[src/rtl/shift_sched.sv]
// shift_sched: round-robin scheduler for two requesters sharing one
// left-shift register driven through a save/left request-completion handshake.
module shift_sched #(
    parameter int Width   = 32,
    parameter int ShAmtW  = 5,
    parameter int Settle  = 3,
    parameter int Timeout = 64
) (
    input  logic              clk,
    input  logic              rst,
    input  logic              a_req,
    input  logic              b_req,
    input  logic [Width-1:0]  a_data,
    input  logic [Width-1:0]  b_data,
    input  logic [ShAmtW-1:0] a_shamt,
    input  logic [ShAmtW-1:0] b_shamt,
    output logic              a_done,
    output logic              b_done,
    output logic              a_err,
    output logic              b_err,
    output logic [Width-1:0]  result,
    output logic              save_req,
    output logic              left_req,
    input  logic              save_fin,
    input  logic              left_fin,
    output logic [Width-1:0]  reg_in,
    input  logic [Width-1:0]  reg_out
);

    localparam int CW = $clog2(Timeout + 1);
    localparam logic [CW-1:0] SettleLast  = CW'(Settle - 1);
    localparam logic [CW-1:0] TimeoutLast = CW'(Timeout - 1);

    typedef enum logic [2:0] {
        IDLE, SAVE, SAVE_REL, SHIFT, SHIFT_REL, DONE
    } state_t;

    state_t            st, nxt;
    logic [1:0]        save_sync, left_sync;
    logic [CW-1:0]     cyc;
    logic [ShAmtW-1:0] shcnt;
    logic              owner_b, prio_b;
    logic              grant, pick_b, abort;
    logic              save_ok, left_ok;

    assign save_ok = save_sync[1];
    assign left_ok = left_sync[1];

    // Two-flop synchronizers for the asynchronous completion levels
    always_ff @(posedge clk or posedge rst) begin
        if (rst) begin
            save_sync <= '0;
            left_sync <= '0;
        end else begin
            save_sync <= {save_sync[0], save_fin};
            left_sync <= {left_sync[0], left_fin};
        end
    end

    // State register
    always_ff @(posedge clk or posedge rst) begin
        if (rst) st <= IDLE;
        else     st <= nxt;
    end

    // Next-state, grant selection and timeout detection
    always_comb begin
        nxt    = st;
        grant  = 1'b0;
        pick_b = 1'b0;
        abort  = 1'b0;
        case (st)
            IDLE: begin
                if (a_req || b_req) begin
                    grant  = 1'b1;
                    pick_b = b_req && (!a_req || prio_b);
                    nxt    = SAVE;
                end
            end
            SAVE: begin
                if (cyc >= SettleLast && save_ok) begin
                    nxt = SAVE_REL;
                end else if (cyc >= TimeoutLast) begin
                    abort = 1'b1;
                    nxt   = DONE;
                end
            end
            SAVE_REL: nxt = (shcnt != '0) ? SHIFT : DONE;
            SHIFT: begin
                if (cyc >= SettleLast && left_ok) begin
                    nxt = SHIFT_REL;
                end else if (cyc >= TimeoutLast) begin
                    abort = 1'b1;
                    nxt   = DONE;
                end
            end
            SHIFT_REL: nxt = (shcnt != ShAmtW'(1)) ? SHIFT : DONE;
            DONE:      nxt = IDLE;
            default:   nxt = IDLE;
        endcase
    end

    // Registered register commands and per-phase cycle counter
    always_ff @(posedge clk or posedge rst) begin
        if (rst) begin
            save_req <= 1'b0;
            left_req <= 1'b0;
            cyc      <= '0;
        end else begin
            save_req <= (nxt == SAVE);
            left_req <= (nxt == SHIFT);
            if ((st == SAVE || st == SHIFT) && nxt == st) cyc <= cyc + CW'(1);
            else                                          cyc <= '0;
        end
    end

    // Grant capture, round-robin pointer and shift-count tracking
    always_ff @(posedge clk or posedge rst) begin
        if (rst) begin
            owner_b <= 1'b0;
            prio_b  <= 1'b0;
            reg_in  <= '0;
            shcnt   <= '0;
        end else if (grant) begin
            owner_b <= pick_b;
            prio_b  <= !pick_b;
            reg_in  <= pick_b ? b_data : a_data;
            shcnt   <= pick_b ? b_shamt : a_shamt;
        end else if (st == SHIFT_REL) begin
            shcnt   <= shcnt - ShAmtW'(1);
        end
    end

    // Completion pulses and result capture on entry to DONE
    always_ff @(posedge clk or posedge rst) begin
        if (rst) begin
            a_done <= 1'b0;
            b_done <= 1'b0;
            a_err  <= 1'b0;
            b_err  <= 1'b0;
            result <= '0;
        end else begin
            a_done <= (nxt == DONE) && !owner_b;
            b_done <= (nxt == DONE) && owner_b;
            a_err  <= abort && !owner_b;
            b_err  <= abort && owner_b;
            if (nxt == DONE) result <= abort ? '0 : reg_out;
        end
    end

endmodule

[config.mk]
export PLATFORM = sky130hd
export DESIGN_NAME = shift_sched
export DESIGN_NICKNAME = d
export VERILOG_FILES = /design/src/rtl/shift_sched.sv
export SDC_FILE = /design/constraint.sdc
export NUM_CORES = 1
export LEC_CHECK = 0
export ABC_AREA = 1
export CAP_MARGIN = 20
export CORE_MARGIN = 2
export CORE_UTILIZATION = 43
export CTS_CLUSTER_SIZE = 10
export DETAILED_ROUTE_END_ITERATION = 10
export PLACE_DENSITY = 0.8
export SYNTH_ARGS = -nofsm -noshare
export SYNTH_HDL_FRONTEND = slang
export SYNTH_SLANG_ARGS = --single-unit
[constraint.sdc]
create_clock -name clk -period 4.1 [get_ports clk]
set_input_delay 0.82 -clock clk [delete_from_list [all_inputs] [get_ports clk]]
set_output_delay 0.82 -clock clk [all_outputs]
set_load 0.02 [all_outputs]
Word-level counts from Yosys, hierarchy flattened

Index checks and enable logic that the tools add are counted.
W data, S select, Z words.

Register bits after elaboration: 91
Input bits: 112
Output and inout port bits: 70
Word-level logic and storage cells: 66

Add/subtract/negate cells: 2
Order comparisons: 2
Equal/unequal tests: 9
Muxes and demuxes: 21
Reduce and logical (&&, ||, !) cells: 17

Operators by type and width:

| kind                  | number |
|---|---|
| $mux W32              | 2 |
| $mux W3               | 6 |
| $mux W5               | 3 |
| $pmux W3 S5           | 1 |
| $eq A3 B2 Y1 const B  | 3 |
| $logic_and A1 B1 Y1   | 8 |
| $add A7 B1 Y7 const B | 1 |
| $ge A7 B2 Y1 const B  | 1 |
| $ge A7 B6 Y1 const B  | 1 |
| $mux W1               | 7 |
| $mux W7               | 1 |
| $eq A3 B1 Y1 const B  | 2 |
| $eq A3 B3 Y1 const B  | 2 |
| $ne A5 B1 Y1 const B  | 1 |
| $reduce_bool A5 Y1    | 1 |
| $sub A5 B1 Y5 const B | 1 |
| $eq A3 B3 Y1          | 1 |
| $logic_not A1 Y1      | 3 |
| $logic_not A3 Y1      | 1 |
| $logic_or A1 B1 Y1    | 3 |
| $pmux W1 S2           | 1 |
| $reduce_bool A2 Y1    | 1 |

Logic depth before layout (Yosys ltp)

Gate-level depths: netlist of run 1.

Depth after elaboration: 7
Mapped depth: 14
Gate-level depth less buffers: 13

Worst setup path after synthesis of run 1

Ideal clock, no wire load.

Kind: input to register
Start: input a_req
End: register result[16]
Library setup time: 117 ps
Data arrival time: 1,817 ps
Data required time: 3,983 ps
Path slack: 2,166 ps
Cell stages on the path: 11
Path buffers: 1
Cell sequence: inv_1 nand2_1 nand4_4 nand2_2 nor2_1 inv_2 nor2_4 nor2_8 buf_6 nand3_1 nand2_1

Cells in the longest elaborated chain, start to end: 4

Ends and longest elaborated chain:

| item                   | line | RTL |
|---|---|---|
| start: declaration     | 11   | `input logic a_req,` |
| $logic_or A1 B1 Y1     | 74   | `if (a_req \|\| b_req) begin` |
| $mux W3                | 74   |  |
| $pmux W3 S5            | 72   | `case (st)` |
| $eq A3 B3 Y1           | 147  | `if (nxt == DONE) result <= abort ? '0 : reg_out;` |
| end signal: assignment | 147  |  |
| end: declaration       | 21   | `output logic [Width-1:0] result,` |

No other way between the ends.
A chain may end at the register's enable or synchronous reset.

Worst setup path in the final report of run 1

Start: input a_req
End: register result[0]

Cells in the longest elaborated chain, start to end: 4

Ends and longest elaborated chain:

| item               | line | RTL |
|---|---|---|
| $logic_or A1 B1 Y1 | 74   |  |
| $mux W3            | 74   |  |
| $pmux W3 S5        | 72   |  |
| net nxt[0]         | 38   | `state_t st, nxt;` |
| $eq A3 B3 Y1       | 147  |  |

The timed path passes the listed nets, and every way through them passes these cells.

==> summary.md, run 1 <==
Floorplan
* **num rows** 36
* **Core Region** 9864 sq um
* **height of the die** 105.2 microns
* **initial standard-cell utilization of the core** 44.62%
* **DIE AREA** 11,060 sq um
* **width of the chip** 105.2 microns
* **I/O pin cnt** 182

Placement
* **GP Congestion** 0.7769
* **pre-CTS WS** 1.128 ns
* **estimated wirelength of the detail-placed design** 8.319 mm
* **placed cell areas** 6267 sq um
* **count of input and output buffers** 181

Power
* **Leak** 0.003144 uW
* **Int Power** 2661 uW
* **Gate power share** 54.1%
* **share of total power in the clock network** 13.9%
* **switching power as a share of total power** 43.19%
* **Peak VDD IR** 0.3645 mV
* **power per standard cell area** 721.5 nW/um^2
* **relative contribution of sequential cells to total power** 32.0%
* **Net Sw Power** 2023 uW

Global route
* **GR Layer Usage met3** 6.488%
* **met2 usage** 34.37%
* **met1 routing resource usage after global routing** 27.45%
* **first-pass GRT wire length** 18.87 mm
* **pin count of the biggest net entering global routing** 43
* **number of global-route vias before repair** 4,021
* **global-route total usage across every layer** 21.01%
* **most used routing layer in global routing** met2
* **antenna violations before repair** 0
* **overflow left after global routing** 0

Finish
* **area delta synth->final** 47.50%
* **Filler cells** 793
* **multi-input gate area in the final layout** 1733 sq um
* **fraction of layout instances using a drive strength above 1** 6.831%
* **final core occ** 65.82%
* **layout net count** 844
* **register area** 2277 sq um
* **final antenna diode count** 0
* **post-route design area** 6492 sq um

Logic synthesis
* **post-synthesis register bit count** 91
* **dominant cell by count in the synthesized netlist** sky130_fd_sc_hd__nand2_1
* **EDFF count, synth** 0
* **largest cells by area after synthesis** sky130_fd_sc_hd__dfrtp_1 52%, sky130_fd_sc_hd__nand2_1 16%, sky130_fd_sc_hd__nand3_1 8.8%, sky130_fd_sc_hd__nor2_1 4.7%, sky130_fd_sc_hd__inv_1 4.4%
* **share of synthesized flip-flops with an asynchronous set or reset** 100.0%
* **count of distinct cell types in the synthesized netlist** 33
* **average cell area after synthesis** 7.974 sq um
* **library cell with the largest summed area after synthesis** sky130_fd_sc_hd__dfrtp_1
* **gate count of the mapped netlist** 552
* **primary flip-flop cell chosen by synthesis mapping** sky130_fd_sc_hd__dfrtp_1
* **Synth warnings** 0
* **post-synthesis sequential area ratio** 51.73%
* **post-synthesis instance area** 4402 sq um
* **most instantiated cells after synthesis** 188 x sky130_fd_sc_hd__nand2_1, 91 x sky130_fd_sc_hd__dfrtp_1, 77 x sky130_fd_sc_hd__nand3_1
* **area share of the largest cell type after synthesis** 51.73%
* **Post-Syn Nets** 669

CTS
* **CTS Buf Count** 9
* **TritonCTS Sinks** 91
* **Hold Buf Count CTS** 0
* **cell chosen for the clock root** sky130_fd_sc_hd__clkbuf_8
* **H-tree lvl count** 3
* **maximum count of clock buffers along a single path** 2
* **TritonCTS clock tree** yes
* **setup bufs post-CTS** 0
* **clock latency reported for the late side of the worst-skew pair** 0.35 ns
* **clock edge transition at the registers on the reported setup and hold paths** 0.09 ns
* **post-cts sizing count** 0

Setup path
* **buffer and inverter count on the worst path** 3
* **kind of cell with the highest combined delay on the critical path** simple AND/OR/NAND/NOR gates
* **worst path cell trace** clkdlybuf4s50_1 > inv_1 > nand2_1 > nand4_4 > buf_4 > nand2_2 > nor2_1 > nand3_2 > nand3_4 > nand2_1 > nand2_1
* **CP Capture Type** flop
* **critical setup path kind** in -> reg
* **data arrival at the endpoint of the critical path** 2.90 ns
* **critical-path maximum fanout** 42
* **slowest stage delay, CP** 0.40 ns
* **most used cell, CP** sky130_fd_sc_hd__nand2_1
* **worst-path cell with the longest stage delay** sky130_fd_sc_hd__clkdlybuf4s50_1
* **element type at the critical path start** input pin
* **worst path required time** 4.39 ns

Route
* **DRT iter0 DRCs** 168
* **number of detailed-routing iterations run before antenna repair** 5
* **Detailed Route WL** 11.46 mm
* **number of antenna-violating nets in the routed design** 0
* **total number of vias** 4,148
* **Routed wire per std cell** 13.25 microns
* **via/cell ratio** 4.795
* **remaining routing DRC violations** 0

Timing
* **setup TNS** 0 ns
* **fin crit period** 2.614 ns
* **relative max-transition margin** 56.41%
* **final count of pins violating max slew** 0
* **Final Cycle Share** 63.75%
* **endpoints failing hold** 0
* **slew at the pin with the worst max-slew slack** 0.6532 ns
* **unrepaired setup endpoints after global routing** false
* **Worst Hold Margin** 0.3598 ns
* **final worst slack** 1.486 ns
* **largest clock skew in the final design** 0.01087 ns
* **fmax** 382.6 MHz
* **endpoints failing setup** 0

Flow run
* **reported max-cap violation count** 0

Min path
* **type of the tightest min-delay check** reg -> reg

Outcome
* **result of the run** complete, no violations

==> cell type report <==
type / instances / share of cell area [%]
clock buffers: 12 / 2.081
inverters: 64 / 3.719
well taps: 133 / 2.563
multi-input cells: 374 / 26.69
clock inverters: 4 / 1.156
flip-flops and latches: 91 / 35.07
repair buffers: 187 / 28.71
==> power by group through the flow <==
stage	Combinational [uW]	Clock, uW	Sequential [uW]
CTS	2560	667	1490
global route	2780	700	1540
floorplan	1260	0	1860
finish	2530	653	1500
global placement	2490	0	1500
detailed placement	2550	0	1500
==> through the flow <==
stage / power, uW / cells
4_1_cts: 4721 / 864
2_1_floorplan: 3119 / 552
5_1_grt: 5023 / 865
3_3_place_gp: 3992 / 848
3_5_place_dp: 4057 / 848
6_report: 4684 / 865
==> cell usage in the layout, fill, tap and decap left out, types with 2 or more instances in the layout <==
cell type / synthesis / layout
sky130_fd_sc_hd__o21ai_0: 9 / 9
sky130_fd_sc_hd__nand3_1: 77 / 77
sky130_fd_sc_hd__buf_4: 4 / 5
sky130_fd_sc_hd__bufinv_16: 0 / 2
sky130_fd_sc_hd__nor2_2: 4 / 5
sky130_fd_sc_hd__dfrtp_1: 91 / 91
sky130_fd_sc_hd__a21oi_1: 2 / 2
sky130_fd_sc_hd__ha_1: 5 / 5
sky130_fd_sc_hd__nand2_1: 188 / 188
sky130_fd_sc_hd__nor3_1: 7 / 7
sky130_fd_sc_hd__xor2_1: 4 / 4
sky130_fd_sc_hd__clkinvlp_4: 0 / 2
sky130_fd_sc_hd__clkbuf_8: 0 / 9
sky130_fd_sc_hd__nor2_1: 55 / 54
sky130_fd_sc_hd__nand2_2: 4 / 4
sky130_fd_sc_hd__clkbuf_1: 7 / 3
sky130_fd_sc_hd__clkdlybuf4s50_1: 0 / 181
sky130_fd_sc_hd__inv_1: 52 / 51
sky130_fd_sc_hd__inv_2: 11 / 11
sky130_fd_sc_hd__nand3_2: 3 / 3
sky130_fd_sc_hd__a31oi_1: 2 / 2
sky130_fd_sc_hd__nand2_4: 2 / 2
==> sequential cells by signal, indices dropped and copies added (netlist names), 2 cells and up <==
register / flops
reg_in: 32
result: 32
cyc: 7
shcnt: 5
st: 3
left_sync: 2
save_sync: 2
==> logic make-up (layout without fill, tap and decap cells) <==
kind of cell | after synthesis | in the layout | synth area share (%)
AO/OA/AOI/OAI | 18 | 18 | 2.445
XOR/XNOR | 5 | 5 | 0.9948
adder cells (fa/ha/maj) | 5 | 5 | 1.421
buffers and inverters | 87 | 267 | 8.954
flip-flops | 91 | 91 | 51.73
other | 1 | 1 | 0.08519
AND/OR/NAND/NOR | 345 | 345 | 34.37
==> per-layer routing <==
metal  wire (microns)  vias up
li1                 -     2051
met1             4851     1905
met2             5522      184
met3              998        8
met4               92        0
met5                0        -
==> final timing paths <==
path                                   startpoint                endpoint  slack (ns)  cells after the start
setup / recovery                            a_req   result[0]$_DFFE_PP0N_        1.49                     11
setup reg to reg                 cyc[0]$_DFF_PP0_   result[0]$_DFFE_PP0N_        1.61                     12
min in group asynchronous                     rst   result[7]$_DFFE_PP0N_        0.87                      2
hold / removal             save_sync[0]$_DFF_PP0_  save_sync[1]$_DFF_PP0_        0.36                      0
max in group asynchronous                     rst  result[29]$_DFFE_PP0N_        2.40                      3
hold reg to reg            save_sync[0]$_DFF_PP0_  save_sync[1]$_DFF_PP0_        0.36                      0
(Power assumes the default switching activity.)
==> inputs of run 2 (changes only) <==
clock period = 2.7 ns   (was 4.1 ns; I/O delays follow)
==> summary.md, run 2 (synthesis results as in run 1) <==
CTS
* **TritonCTS clock tree** yes
* **clock latency reported for the late side of the worst-skew pair** 0.36 ns, about the same
* **H-tree lvl count** 3, unchanged
* **setup bufs post-CTS** 0, unchanged
* **post-cts sizing count** 0, unchanged
* **clock edge transition at the registers on the reported setup and hold paths** 0.09 ns, about the same
* **maximum count of clock buffers along a single path** 2, unchanged
* **cell chosen for the clock root** sky130_fd_sc_hd__clkbuf_8
* **TritonCTS Sinks** 91, unchanged
* **CTS Buf Count** 9, unchanged
* **Hold Buf Count CTS** 0, unchanged

Route
* **remaining routing DRC violations** 0, unchanged
* **DRT iter0 DRCs** 170, +1.2%
* **Detailed Route WL** 11.48 mm, +0.17%
* **via/cell ratio** 4.822, +0.56%
* **number of antenna-violating nets in the routed design** 0, unchanged
* **number of detailed-routing iterations run before antenna repair** 4, -1
* **Routed wire per std cell** 13.24 microns, about the same
* **total number of vias** 4,181, +0.80%

Finish
* **fraction of layout instances using a drive strength above 1** 7.357%, +0.53 points
* **final antenna diode count** 0, unchanged
* **registers with the most flip-flops** reg_in: 32 flops, result: 32 flops, cyc: 7 flops
* **most frequent standard cell in the layout excluding fill and tap cells** sky130_fd_sc_hd__nand2_1
* **layout net count** 846, +0.24%
* **area delta synth->final** 47.81%
* **top library cells by usage in the layout, fill and taps aside** 188 x sky130_fd_sc_hd__nand2_1, 181 x sky130_fd_sc_hd__clkdlybuf4s50_1, 91 x sky130_fd_sc_hd__dfrtp_1

Global route
* **global-route total usage across every layer** 21.39%, +0.38 points
* **number of global-route vias before repair** 4,253, +5.8%
* **pin count of the biggest net entering global routing** 37, -14%
* **first-pass GRT wire length** 19.22 mm, +1.8%
* **overflow left after global routing** 0, unchanged
* **antenna violations before repair** 0, unchanged

Floorplan
* **I/O pin cnt** 182, unchanged
* **height of the die** 105.2 microns, unchanged
* **initial standard-cell utilization of the core** 44.62%, unchanged
* **DIE AREA** 11,060 sq um, unchanged
* **width of the chip** 105.2 microns, unchanged
* **num rows** 36, unchanged
* **Core Region** 9864 sq um, unchanged

Outcome
* **result of the run** complete, no violations

Setup path
* **element type at the critical path start** flop
* **data arrival at the endpoint of the critical path** 2.64 ns, -0.26 ns
* **critical-path maximum fanout** 35, -17%
* **worst reg-to-reg path cell count** 12, unchanged
* **critical setup path kind** reg -> reg
* **CP Capture Type** flop
* **worst path required time** 2.94 ns, -1.45 ns

Timing
* **relative max-transition margin** 58.45%, +2.0 points
* **endpoints failing setup** 0, unchanged
* **largest clock skew in the final design** 0.01089 ns, +0.00001810 ns
* **slew at the pin with the worst max-slew slack** 0.6220 ns, -0.03119 ns
* **fmax** 417.8 MHz
* **final worst slack** 0.3068 ns, -1.179 ns
* **fin crit period** 2.393 ns
* **unrepaired setup endpoints after global routing** false
* **endpoints failing hold** 0, unchanged
* **Final Cycle Share** 88.64%
* **setup TNS** 0 ns, unchanged
* **final count of pins violating max slew** 0, unchanged

Min path
* **type of the tightest min-delay check** reg -> reg
* **Hold Path Stages** 0, unchanged

Power
* **share of total power in the clock network** 12.5%, -1.4 points
* **Gate power share** 55.0%, +0.9 points
* **switching power as a share of total power** 44.18%, +0.99 points
* **Peak VDD IR** 0.6593 mV, +81%
* **relative contribution of sequential cells to total power** 32.6%, +0.6 points
* **power per standard cell area** 1078 nW/um^2, +49%
* **Int Power** 3915 uW, +47%
* **Net Sw Power** 3099 uW, +53%
* **Leak** 0.003154 uW, +0.33%

Placement
* **pre-CTS WS** 0.3358 ns, -0.7925 ns
* **count of input and output buffers** 181, unchanged
* **GP Congestion** 0.8004, +3.0%
* **estimated wirelength of the detail-placed design** 8.660 mm, +4.1%

Flow run
* **reported max-cap violation count** 0, unchanged

run 2: cell types whose count changed in the layout (fill, tap and decap cells not counted):
cell | before | now
sky130_fd_sc_hd__buf_8 | 1 | 0
sky130_fd_sc_hd__buf_4 | 5 | 6
sky130_fd_sc_hd__bufinv_16 | 2 | 0
sky130_fd_sc_hd__clkinv_4 | 0 | 2
sky130_fd_sc_hd__clkinv_2 | 1 | 0
sky130_fd_sc_hd__inv_6 | 0 | 1
sky130_fd_sc_hd__clkbuf_1 | 3 | 1
sky130_fd_sc_hd__clkbuf_8 | 9 | 11
sky130_fd_sc_hd__buf_12 | 0 | 2
run 2: final cells by class:
type / instances / area [sq um]
fillers: 771 / 3358
flip-flops and latches: 91 / 2277
repair buffers: 189 / 1897
multi-input cells: 374 / 1733
inverters: 64 / 244.0
well taps: 133 / 166.4
clock buffers: 12 / 155.1
clock inverters: 4 / 33.78
run 2: final timing paths:
kind / startpoint / endpoint / slack (ns)
hold reg to reg: save_sync[0]$_DFF_PP0_ / save_sync[1]$_DFF_PP0_ / 0.36
min in group asynchronous: rst / reg_in[30]$_DFFE_PP0P_ / 0.59
setup reg to reg: cyc[0]$_DFF_PP0_ / result[13]$_DFFE_PP0N_ / 0.31
max in group asynchronous: rst / result[15]$_DFFE_PP0N_ / 1.53
setup / recovery: cyc[0]$_DFF_PP0_ / result[13]$_DFFE_PP0N_ / 0.31
hold / removal: save_sync[0]$_DFF_PP0_ / save_sync[1]$_DFF_PP0_ / 0.36
run 2: per-stage QoR:
stage	total power [uW]	util (%)	std cells	hold slack, ns	area [sq um]
3_5_place_dp	6188	64.04	851	0.3418	6317
6_report	7014	65.96	867	0.3553	6506
4_1_cts	7079	65.96	867	0.3611	6506
5_1_grt	7555	65.96	867	0.3725	6506
2_1_floorplan	4737	-	552	0.3312	4405
3_3_place_gp	6059	64.04	851	0.3386	6317
run 2: metal layers:
metal  share of wire, %  GRT usage, %
met5                  0             0
met4                1.2         6.000
met3                8.7         7.299
met2                 49         37.06
met1                 41         25.20
run 2: worst max-delay path, stage by stage (launching register included):
cell and delay, ns:
sky130_fd_sc_hd__dfrtp_1 0.41, sky130_fd_sc_hd__inv_1 0.06, sky130_fd_sc_hd__ha_1 0.18, sky130_fd_sc_hd__nor2_1 0.12
sky130_fd_sc_hd__nand2_1 0.11, sky130_fd_sc_hd__o21ai_2 0.15, sky130_fd_sc_hd__nand2_1 0.12, sky130_fd_sc_hd__nand2_1 0.07
sky130_fd_sc_hd__nand2_1 0.09, sky130_fd_sc_hd__nand2_4 0.32, sky130_fd_sc_hd__nand3_4 0.40, sky130_fd_sc_hd__nand2_1 0.18
sky130_fd_sc_hd__nand2_1 0.06
run 2: power by group through the flow:
stage | clock (uW) | combinational (uW) | sequential [uW]
3_3_place_gp | 0 | 3780 | 2280
6_report | 875 | 3850 | 2280
4_1_cts | 901 | 3890 | 2280
5_1_grt | 959 | 4250 | 2350
3_5_place_dp | 0 | 3890 | 2300
2_1_floorplan | 0 | 1910 | 2830
